**src/rtl/conv_output_reader.sv**
```systemverilog
// Streams a row-major convolution output map from a one-cycle-latency memory
// through a 2-entry FIFO onto a valid/ready port. Define READER_RELU_EN to clamp negative elements to 0.
module conv_output_reader #(
    parameter int unsigned outRow       = 13,
    parameter int unsigned outColumn    = 12,
    parameter int unsigned addressWidth = 16,
    parameter int unsigned dataWidth    = 9
) (
    input  logic                        clk,
    input  logic                        reset,
    input  logic                        startRead,
    output logic                        ram_read_enable,
    output logic [addressWidth-1:0]     ram_address,
    input  logic signed [dataWidth-1:0] ram_data,
    output logic signed [dataWidth-1:0] out_data,
    output logic                        out_valid,
    input  logic                        out_ready,
    output logic                        out_last,
    output logic                        busy,
    output logic                        readDone
);
    localparam int unsigned TOTAL = outRow * outColumn;
    localparam int unsigned AW    = addressWidth;
    localparam int unsigned DW    = dataWidth;
    localparam logic [AW-1:0] LAST_ADDR = AW'(TOTAL - 1);

    typedef enum logic [1:0] {IDLE, FETCH, DRAIN, DONE} state_t;

    state_t               state_q, state_d;
    logic [AW-1:0]        addr_q;
    logic [AW-1:0]        out_cnt_q;
    logic                 armed_q;
    logic                 pend_q;
    logic signed [DW-1:0] fifo_q [2];
    logic                 wr_ptr_q;
    logic                 rd_ptr_q;
    logic [1:0]           count_q;
    logic                 busy_q;
    logic                 done_q;

    logic                 pop;
    logic                 issue;
    logic                 start_ok;
    logic                 last_pop;
    logic [2:0]           occupancy;
    logic signed [DW-1:0] head;

    // Next state and read issue; occupancy counts the pop of this cycle so the
    // FIFO plus the one read in flight never exceeds two entries.
    always_comb begin
        state_d   = state_q;
        start_ok  = 1'b0;
        issue     = 1'b0;
        last_pop  = 1'b0;
        pop       = (count_q != 2'd0) && out_ready;
        occupancy = 3'(count_q) + 3'(pend_q) - 3'(pop);
        unique case (state_q)
            IDLE: begin
                if (startRead) begin
                    start_ok = 1'b1;
                    state_d  = FETCH;
                end
            end
            FETCH: begin
                issue = armed_q && (occupancy < 3'd2);
                if (issue && (addr_q == LAST_ADDR)) begin
                    state_d = DRAIN;
                end
            end
            DRAIN: begin
                last_pop = pop && (out_cnt_q == LAST_ADDR);
                if (last_pop) begin
                    state_d = DONE;
                end
            end
            DONE: begin
                state_d = IDLE;
            end
            default: begin
                state_d = IDLE;
            end
        endcase
    end

    // The first FETCH cycle is an arming cycle, giving a three-cycle start-to-valid latency.
    always_ff @(posedge clk) begin
        if (!reset) begin
            state_q   <= IDLE;
            addr_q    <= '0;
            out_cnt_q <= '0;
            armed_q   <= 1'b0;
            pend_q    <= 1'b0;
            fifo_q[0] <= '0;
            fifo_q[1] <= '0;
            wr_ptr_q  <= 1'b0;
            rd_ptr_q  <= 1'b0;
            count_q   <= 2'd0;
            busy_q    <= 1'b0;
            done_q    <= 1'b0;
        end else begin
            state_q <= state_d;
            armed_q <= (state_q == FETCH);
            pend_q  <= issue;
            busy_q  <= (state_d == FETCH) || (state_d == DRAIN);
            done_q  <= (state_d == DONE);
            count_q <= occupancy[1:0];

            if (start_ok) begin
                addr_q <= '0;
            end else if (issue) begin
                addr_q <= addr_q + AW'(1);
            end

            if (start_ok) begin
                out_cnt_q <= '0;
            end else if (pop) begin
                out_cnt_q <= out_cnt_q + AW'(1);
            end

            if (pend_q) begin
                fifo_q[wr_ptr_q] <= ram_data;
                wr_ptr_q         <= ~wr_ptr_q;
            end

            if (pop) begin
                rd_ptr_q <= ~rd_ptr_q;
            end
        end
    end

    assign head            = fifo_q[rd_ptr_q];
    assign ram_read_enable = issue && reset;
    assign ram_address     = addr_q;
    assign out_valid       = (count_q != 2'd0);
    assign out_last        = out_valid && (out_cnt_q == LAST_ADDR);
    assign busy            = busy_q;
    assign readDone        = done_q;

`ifdef READER_RELU_EN
    assign out_data = head[DW-1] ? '0 : head;
`else
    assign out_data = head;
`endif

endmodule

```
**config.mk**
```make
export PLATFORM = sky130hd
export DESIGN_NAME = conv_output_reader
export DESIGN_NICKNAME = d
export VERILOG_FILES = /design/src/rtl/conv_output_reader.sv
export SDC_FILE = /design/constraint.sdc
export NUM_CORES = 1
export LEC_CHECK = 0
export ABC_AREA = 1
export ABC_CLOCK_PERIOD_IN_PS = 7800
export CELL_PAD_IN_SITES_DETAIL_PLACEMENT = 0
export CELL_PAD_IN_SITES_GLOBAL_PLACEMENT = 1
export CORE_MARGIN = 1
export CORE_UTILIZATION = 43
export DETAILED_ROUTE_END_ITERATION = 10
export HOLD_SLACK_MARGIN = 0.05
export PLACE_DENSITY = 0.81
export SETUP_SLACK_MARGIN = 0.05
export SLEW_MARGIN = 20
export SYNTH_ARGS = -nofsm -noshare
export SYNTH_HDL_FRONTEND = slang
export SYNTH_SLANG_ARGS = --single-unit
```
**constraint.sdc**
```tcl
create_clock -name clk -period 7.8 [get_ports clk]
set_input_delay 0.78 -clock clk [delete_from_list [all_inputs] [get_ports clk]]
set_output_delay 0.78 -clock clk [all_outputs]
set_load 0.01 [all_outputs]
```
==> metrics.cfg, run 1 <==
[cells_and_area]
diodes = 0
num-nets-final = 470
utilization = 0.5519
layout_commonest_cell = nand2_1
postLayoutCellArea_um2 = 3791
regArea_um2 = 1401
area_growth_pct = 22.33
layout_common_cells = nand2_1 (82), nor2_1 (80), inv_1 (58)
fill_cells = 677
multi_input_area_um2 = 1415
final_cells = 552
drive_above_1_share = 0.1075

[timing]
tightest_slew_ps = 989.0
clock_skew_ps = 11.96
post-route-period-util = 0.5864
slew_violations = 0
rsz0062_at_grt = false
fin_setup_tns_ps = 0
fmax_mhz = 218.6
hold_viol_final = 0
setup_viol = 0
fin_crit_ps = 4574
setup_ws_ps = 3226
relSlewSlack = 0.3407

[synthesis]
netlist_top_cells_area = dfxtp_1 (28%), edfxtp_1 (17%), nand2_1 (9.9%), nor2_1 (9.7%), inv_1 (7.0%)
synth.distinct_cells = 35
synth-simple-area-share = 0.3137
yosysTopAreaCell = dfxtp_1
synth.avg_cell_area_um2 = 7.652
synth_top_family_by_area = simple AND/OR/NAND/NOR gates
synth_xor_area_frac = 0.01130
synth-seq-cells = 61
synth_top_area_frac = 0.2778
synth.cell_area_um2 = 3099
synthCells = 405
synth_compound_area_frac = 0.07226
yosysSeqAreaShare = 0.4522
muxShareOfSynthArea = 0.03270
yosys.area_share.adder = 0.02665
yosys_warnings = 0
syn_nets = 424

[cts]
post_cts_resized = 0
h-tree-depth = 3
post-cts-setup-buffers = 0
clkTransAtPathRegs_ps = 60
hold_buffers = 0
ctsRootBufferMaster = clkbuf_8
clockBufferDepth = 2
cts_tree = yes
clkLatencyLatePin_ps = 340
cts.sinks = 61
cts_buffers = 9

[routing]
top_layer_used = met4
drtPass1Iterations = 4
met1_length_um = 3330
num_vias = 2602
wl_met2_um = 2768
wl_met3_um = 268
viasPerCell = 4.714
wl_per_cell_um = 11.71
routed_wl_um = 6463
drc_errors = 0
ant_nets = 0
drt_iter0_drc = 87

[placement]
io_buffers = 42
place.gp.congestion = 0.7952
hpwlAfterDp_um = 4657
dp_slack_ps = 3209
post-place-cells = 536
place_area_um2 = 3601

[floorplanning]
rows = 30
ios = 43
design.core.area_um2 = 6869
die_y_um = 86.90
die_w_um = 86.90
start_util = 0.4512
die_area_um2 = 7551

[critical_path]
cp.required_ps = 7020
cp.arrival_ps = 3790
crit_type = in2out
start_kind = primary input
crit_fanout = 16
crit_path_end_kind = output port

[grt]
grt_pass1_vias = 2266
antenna_found_initial = 0
grt_overflow_total = 0
grt_pass1_wl_um = 10650
grt_use_total = 0.1824
grt_max_degree = 23

[min_path]
hp-class = reg2reg

[pwr]
peakVddDrop_uv = 87.46
pwr-share-clk = 0.345
p_seq_frac = 0.455
p_int_mw = 0.5597
p_comb_frac = 0.200
switchingPower_mw = 0.2273
p_leak_nw = 1.496
sw_frac_of_total = 0.2888
p_per_area_nw_per_um2 = 207.6

[run_status]
status = finished, final reports clean

[job]
drv_cap = 0

## area by class of cell
type	instances	share of cell area
clock inverter	7	0.01749
timing repair buffer	42	0.1109
tap	96	0.03168
multi-input combinational	272	0.3733
sequential	61	0.3696
inverter	65	0.06436
clock buffer	9	0.03267
## logic make-up after synthesis
group           Yosys count
compound gates           42
xor+xnor                  4
fa+ha+maj                 6
buf+inv                  72
flops                    61
mux                       9
simple gates            211
## routing by layer
| metal | global-route usage | up-vias |
|---|---|---|
| li1 | - | 1373 |
| met5 | 0 | - |
| met1 | 0.2618 | 1168 |
| met3 | 0.03223 | 8 |
| met2 | 0.2691 | 53 |
| met4 | 0.07727 | 0 |
## registers in the layout, indices dropped and copies added, names as in the netlist, 2 cells and up, named ones only
name	cells
fifo_q	18
out_cnt_q	16
ram_address	16
count_q	2
state_q	2
## Yosys cell counts, drive strengths merged
master,instances
inv,65
a211oi,1
buf,5
nor4,2
nor2,86
o21ai,15
a31oi,2
nand2,88
a21oi,22
nand4,6
nand3,20
edfxtp,18
nand3b,3
clkbuf,2
mux2,9
dfxtp,43
fa,1
o21a,1
xnor2,1
nor3,6
ha,5
xor2,3
o21bai,1
## per-stage QoR
step / power, mW / hold slack, ps
global route: 0.8271 / 486.1
CTS: 0.7955 / 466.7
finish: 0.7871 / 463.6
global placement: 0.5196 / 436.5
detailed placement: 0.5241 / 455.4
floorplan: 0.4701 / 425.5
## power by group through the flow
stage / Clock, mW / Combinational [mW] / Sequential [mW]
floorplan: 0 / 0.112 / 0.359
global placement: 0 / 0.154 / 0.365
detailed placement: 0 / 0.158 / 0.366
CTS: 0.277 / 0.159 / 0.359
global route: 0.292 / 0.174 / 0.361
finish: 0.272 / 0.157 / 0.358
## final timing paths
path	start	endpoint	slack (ps)	cells past startpoint
setup / recovery	out_ready	ram_read_enable	3230	15
hold / removal	rd_ptr_q$_SDFFE_PN0P_	flip-flop	460	1
setup reg to reg	count_q[1]$_SDFF_PN0_	busy$_SDFF_PN0_	4950	19
hold reg to reg	rd_ptr_q$_SDFFE_PN0P_	flip-flop	460	1
## critical path, stage by stage
cell	delay [ps]
clkdlybuf4s50_1	510
inv_2	80
nor2_8	190
ha_1	260
inv_1	60
ha_1	130
inv_1	50
fa_1	500
nand2_1	50
inv_1	100
nand3_4	90
nor2_8	230
inv_2	120
nor2_1	100
clkdlybuf4s50_1	530
No activity file was read; power rests on OpenSTA's default activity.
==> run 2: changes to the inputs <==
--- a/config.mk
+++ b/config.mk
@@ -6,14 +6,14 @@
 export NUM_CORES = 1
 export LEC_CHECK = 0
 export ABC_AREA = 1
-export ABC_CLOCK_PERIOD_IN_PS = 7800
+export ABC_CLOCK_PERIOD_IN_PS = 3800
 export CELL_PAD_IN_SITES_DETAIL_PLACEMENT = 0
 export CELL_PAD_IN_SITES_GLOBAL_PLACEMENT = 1
 export CORE_MARGIN = 1
-export CORE_UTILIZATION = 43
+export CORE_UTILIZATION = 36
 export DETAILED_ROUTE_END_ITERATION = 10
 export HOLD_SLACK_MARGIN = 0.05
-export PLACE_DENSITY = 0.81
+export PLACE_DENSITY = 0.72
 export SETUP_SLACK_MARGIN = 0.05
 export SLEW_MARGIN = 20
 export SYNTH_ARGS = -nofsm -noshare
==> constraint.sdc (replaced) <==
create_clock -name clk -period 3.8 [get_ports clk]
set_input_delay 0.38 -clock clk [delete_from_list [all_inputs] [get_ports clk]]
set_output_delay 0.38 -clock clk [all_outputs]
set_load 0.01 [all_outputs]
==> run 2 against run 1 <==
Final cell count is 2.2% higher. Clock-buffer cell count unchanged. Combinational power rose by 110%. First-iteration DRC count fell by 24%. Critical path depth unchanged. Critical path type unchanged. Largest cell class unchanged. Largest power group unchanged. Highest routed layer unchanged.
==> metrics.cfg, run 2 (synthesized netlist as in run 1, its figures left out) <==
[critical_path]
max_stage_delay_ps = 530
crit_path_end_kind = output port
slowest_stage = clkdlybuf4s50_1
cp.arrival_ps = 3070
crit_family = buffers and inverters
crit_path_frequent_cell = inv_1
start_kind = primary input
crit_chain = clkdlybuf4s50_1 > inv_2 > nor2_8 > ha_1 > inv_1 > ha_1 > inv_1 > fa_1 > nand2_1 > inv_1 > nand3_4 > nor2_8 > inv_2 > nor2_1 > clkdlybuf4s50_1
crit_fanout = 8
cp.required_ps = 3420
crit_type = in2out
worst-path-buf-inv = 7

[cts]
cts_tree = yes
post-cts-setup-buffers = 0
clkTransAtPathRegs_ps = 60
ctsRootBufferMaster = clkbuf_8
clockBufferDepth = 2
cts_buffers = 9
post_cts_resized = 0
hold_buffers = 0
cts.sinks = 61
clkLatencyLatePin_ps = 340
h-tree-depth = 3

[timing]
setup_ws_ps = 350.4
tightest_slew_ps = 483.4
post-route-period-util = 0.9078
relSlewSlack = 0.6768
setup_viol = 0
whs_ps = 455.0
clock_skew_ps = 11.78
fmax_mhz = 289.9
slew_violations = 0
fin_crit_ps = 3450
rsz0062_at_grt = false
fin_setup_tns_ps = 0
hold_viol_final = 0

[cells_and_area]
layout_commonest_cell = nand2_1
layout_common_cells = nand2_1 (82), nor2_1 (80), inv_1 (58)
area_growth_pct = 23.42
diodes = 0
top_register = fifo_q
final_cells = 564
drive_above_1_share = 0.1155
largest_reg_flops = 18
num-nets-final = 473

[placement]
place.gp.congestion = 0.8012
post-place-cells = 548
hpwlAfterDp_um = 4905
io_buffers = 42
dp_slack_ps = 322.5

[floorplanning]
start_util = 0.3753
die_area_um2 = 8984
ios = 43
die_y_um = 94.79
rows = 33
die_w_um = 94.79
design.core.area_um2 = 8258

[job]
drv_cap = 0

[grt]
antenna_found_initial = 0
grt_pass1_vias = 2411
grt_pass1_wl_um = 11310
grt_use_total = 0.1656
grt_max_degree = 23
grt_overflow_total = 0

[routing]
wl_per_cell_um = 11.91
num_vias = 2603
viasPerCell = 4.615
ant_nets = 0
drtPass1Iterations = 4
routed_wl_um = 6718
drt_iter0_drc = 66
drc_errors = 0

[pwr]
p_per_area_nw_per_um2 = 426.2
power.total_mw = 1.630
p_leak_nw = 1.510
peakVddDrop_uv = 150.6

[run_status]
status = finished, final reports clean

[min_path]
hp-class = reg2reg

==> run 2: cell count changes in the layout (fill, tap and decap cells not counted), sizes merged <==
| cell | change |
|---|---|
| buf | +3 |
| clkinv | -1 |
| clkinvlp | +1 |
==> run 2: per-layer routing <==
layer	global-route usage	routed length [um]	vias up
met3	0.03543	272	10
li1	-	-	1374
met2	0.2620	2840	46
met1	0.2200	3512	1173
met4	0.06439	93	0
met5	0	0	-
==> run 2: metrics by stage <==
stage | instance area [um2] | util
3_5_place_dp | 3635 | 0.4402
4_1_cts | 3825 | 0.4632
5_1_grt | 3825 | 0.4632
3_3_place_gp | 3635 | 0.4402
6_report | 3825 | 0.4632
2_1_floorplan | 3099 | -
==> run 2: worst paths after layout <==
check                                      startpoint                     to  slack (ps)  cells after the start
worst max-delay path                        out_ready        ram_read_enable         350                     15
worst min-delay path            rd_ptr_q$_SDFFE_PN0P_  rd_ptr_q$_SDFFE_PN0P_         450                      1
worst max register to register  count_q[1]$_SDFF_PN0_        busy$_SDFF_PN0_        1040                     19
worst min register to register  rd_ptr_q$_SDFFE_PN0P_  rd_ptr_q$_SDFFE_PN0P_         450                      1
==> run 2: report_power, final <==
group | switching, mW | leakage (nW) | internal (mW)
clock network | 0.264 | 0.0887 | 0.298
registers | 0.0346 | 0.533 | 0.702
logic | 0.176 | 0.888 | 0.156
total | 0.475 | 1.51 | 1.15
==> run 2: area by class of cell <==
class | instances | area [um2]
well taps | 105 | 131.4
flip-flops and latches | 61 | 1401
repair buffers | 45 | 442.9
clock inverters | 7 | 66.31
fillers | 878 | 4433
multi-input cells | 272 | 1415
clock buffers | 9 | 123.9
inverters | 65 | 244.0
==> variant (flow settings as in run 2) <==
The option `READER_RELU_EN` is turned on by a define.
--- a/src/rtl/conv_output_reader.sv
+++ b/src/rtl/conv_output_reader.sv
@@ -1,5 +1,7 @@
 // Streams a row-major convolution output map from a one-cycle-latency memory
 // through a 2-entry FIFO onto a valid/ready port. Define READER_RELU_EN to clamp negative elements to 0.
+`define READER_RELU_EN
+
 module conv_output_reader #(
     parameter int unsigned outRow       = 13,
     parameter int unsigned outColumn    = 12,
Check against the original RTL: not equivalent (Yosys sat finds a counterexample within 10 cycles, from zero or initial values and one cycle with reset low).
==> variant against run 2 <==
  * Sequential cell count is the same
  * Total power grew 2.2%
  * Worst setup slack gained 0.012 ns
  * Clock skew shrank 0.0035 ns
  * Clock power grew 11%
  * Wire length shrank 5.5%
  * Design area shrank 0.56%
  * Synthesized area shrank 0.69%
  * Critical path type unchanged
  * Critical endpoint unchanged
==> variant: results (changes against run 2) <==
stage;metric;value;unit;change
yosys;synth_compound_area_frac;0.0772;;+0.00497
yosys;syn-mean-instance-area;7.47;um2;-2.4%
global_route;grt_pass1_vias;2489;;+3.2%
detailed_routing;met1Wirelength;2.99;mm;-15%
timing;relSlewSlack;0.565;;-0.111
global_route;grt_pass1_wl;11.1;mm;-1.5%
detailed_routing;routed_wl;6.35;mm;-5.5%
global_route;grtUsageMet1;0.193;;-0.0266
yosys;muxShareOfSynthArea;0.0325;;-0.000181
setup_path;cp_data_arrival_time;3.06;ns;about the same
detailed_routing;drt-initial-drc-count;95;;+44%
yosys;ys_types;34;;-2.9%
place;dp_hpwl;4.69;mm;-4.4%
power;internal_power;1.23;mW;+6.4%
power;comb_power;0.308;mW;-7.2%
place;dp.cells;552;;+0.73%
timing;fin_worst_skew;0.00824;ns;-0.00354 ns
power;p_leak;1.59;nW;+5.1%
detailed_routing;vias;2609;;+0.23%
worst_hold_path;min_path_cells;1;;unchanged
cells_and_area;nets;477;;+0.85%
power;irDropWorstVdd;0.000181;V;+20%
global_route;grtUsageMet3;0.0411;;+0.00564
cells_and_area;layout-drive-gt1-share;0.108;;-0.00748
status;status;finished, final reports clean;;
global_route;grt_max_degree;25;;+8.7%
place;portBuffers;41;;-2.4%
power;power_switching;0.437;mW;-7.9%
yosys;syn_nets;431;;+1.7%
detailed_routing;vias_per_cell;4.59;;-0.48%
global_route;antenna_found_initial;0;;unchanged
power;seqPwrFrac;0.440;;-0.012
yosys;synth-adder-area-share;0.0268;;+0.000184
global_route;grt_use_total;0.160;;-0.00514
detailed_routing;met3_length;233;um;-14%
yosys;synth_area_leaders;dfxtp_1 28%, edfxtp_1 18%, nand2_1 11%;;
cells_and_area;antennaDiodeCount;0;;unchanged
variant: cell types whose count changed after synthesis, moves of 3 or more:
cell / change
nand2_1: +9
o21ai_1: +9
o21ai_0: -8
inv_2: +5
nand2_2: -5
a21oi_1: +3
buf_4: +3
nor2_1: -3
nor2_2: +3
variant: through the flow:
stage / utilization / cell area (um2) / hold WS, ns / setup WS (ns)
floorplan: - / 3080 / 0.426 / 1.06
global placement: 0.435 / 3590 / 0.439 / 0.336
detailed placement: 0.435 / 3590 / 0.449 / 0.348
CTS: 0.461 / 3800 / 0.458 / 0.319
global route: 0.461 / 3800 / 0.484 / 0.170
finish: 0.461 / 3800 / 0.462 / 0.362
variant: layout make-up:
type | instances | area, um2
clock buffer | 11 | 141
clock inverter | 5 | 73.8
fill | 875 | 4450
inverter | 72 | 270
multi-input combinational | 271 | 1360
sequential | 61 | 1400
tap | 105 | 131
timing repair buffer | 43 | 425
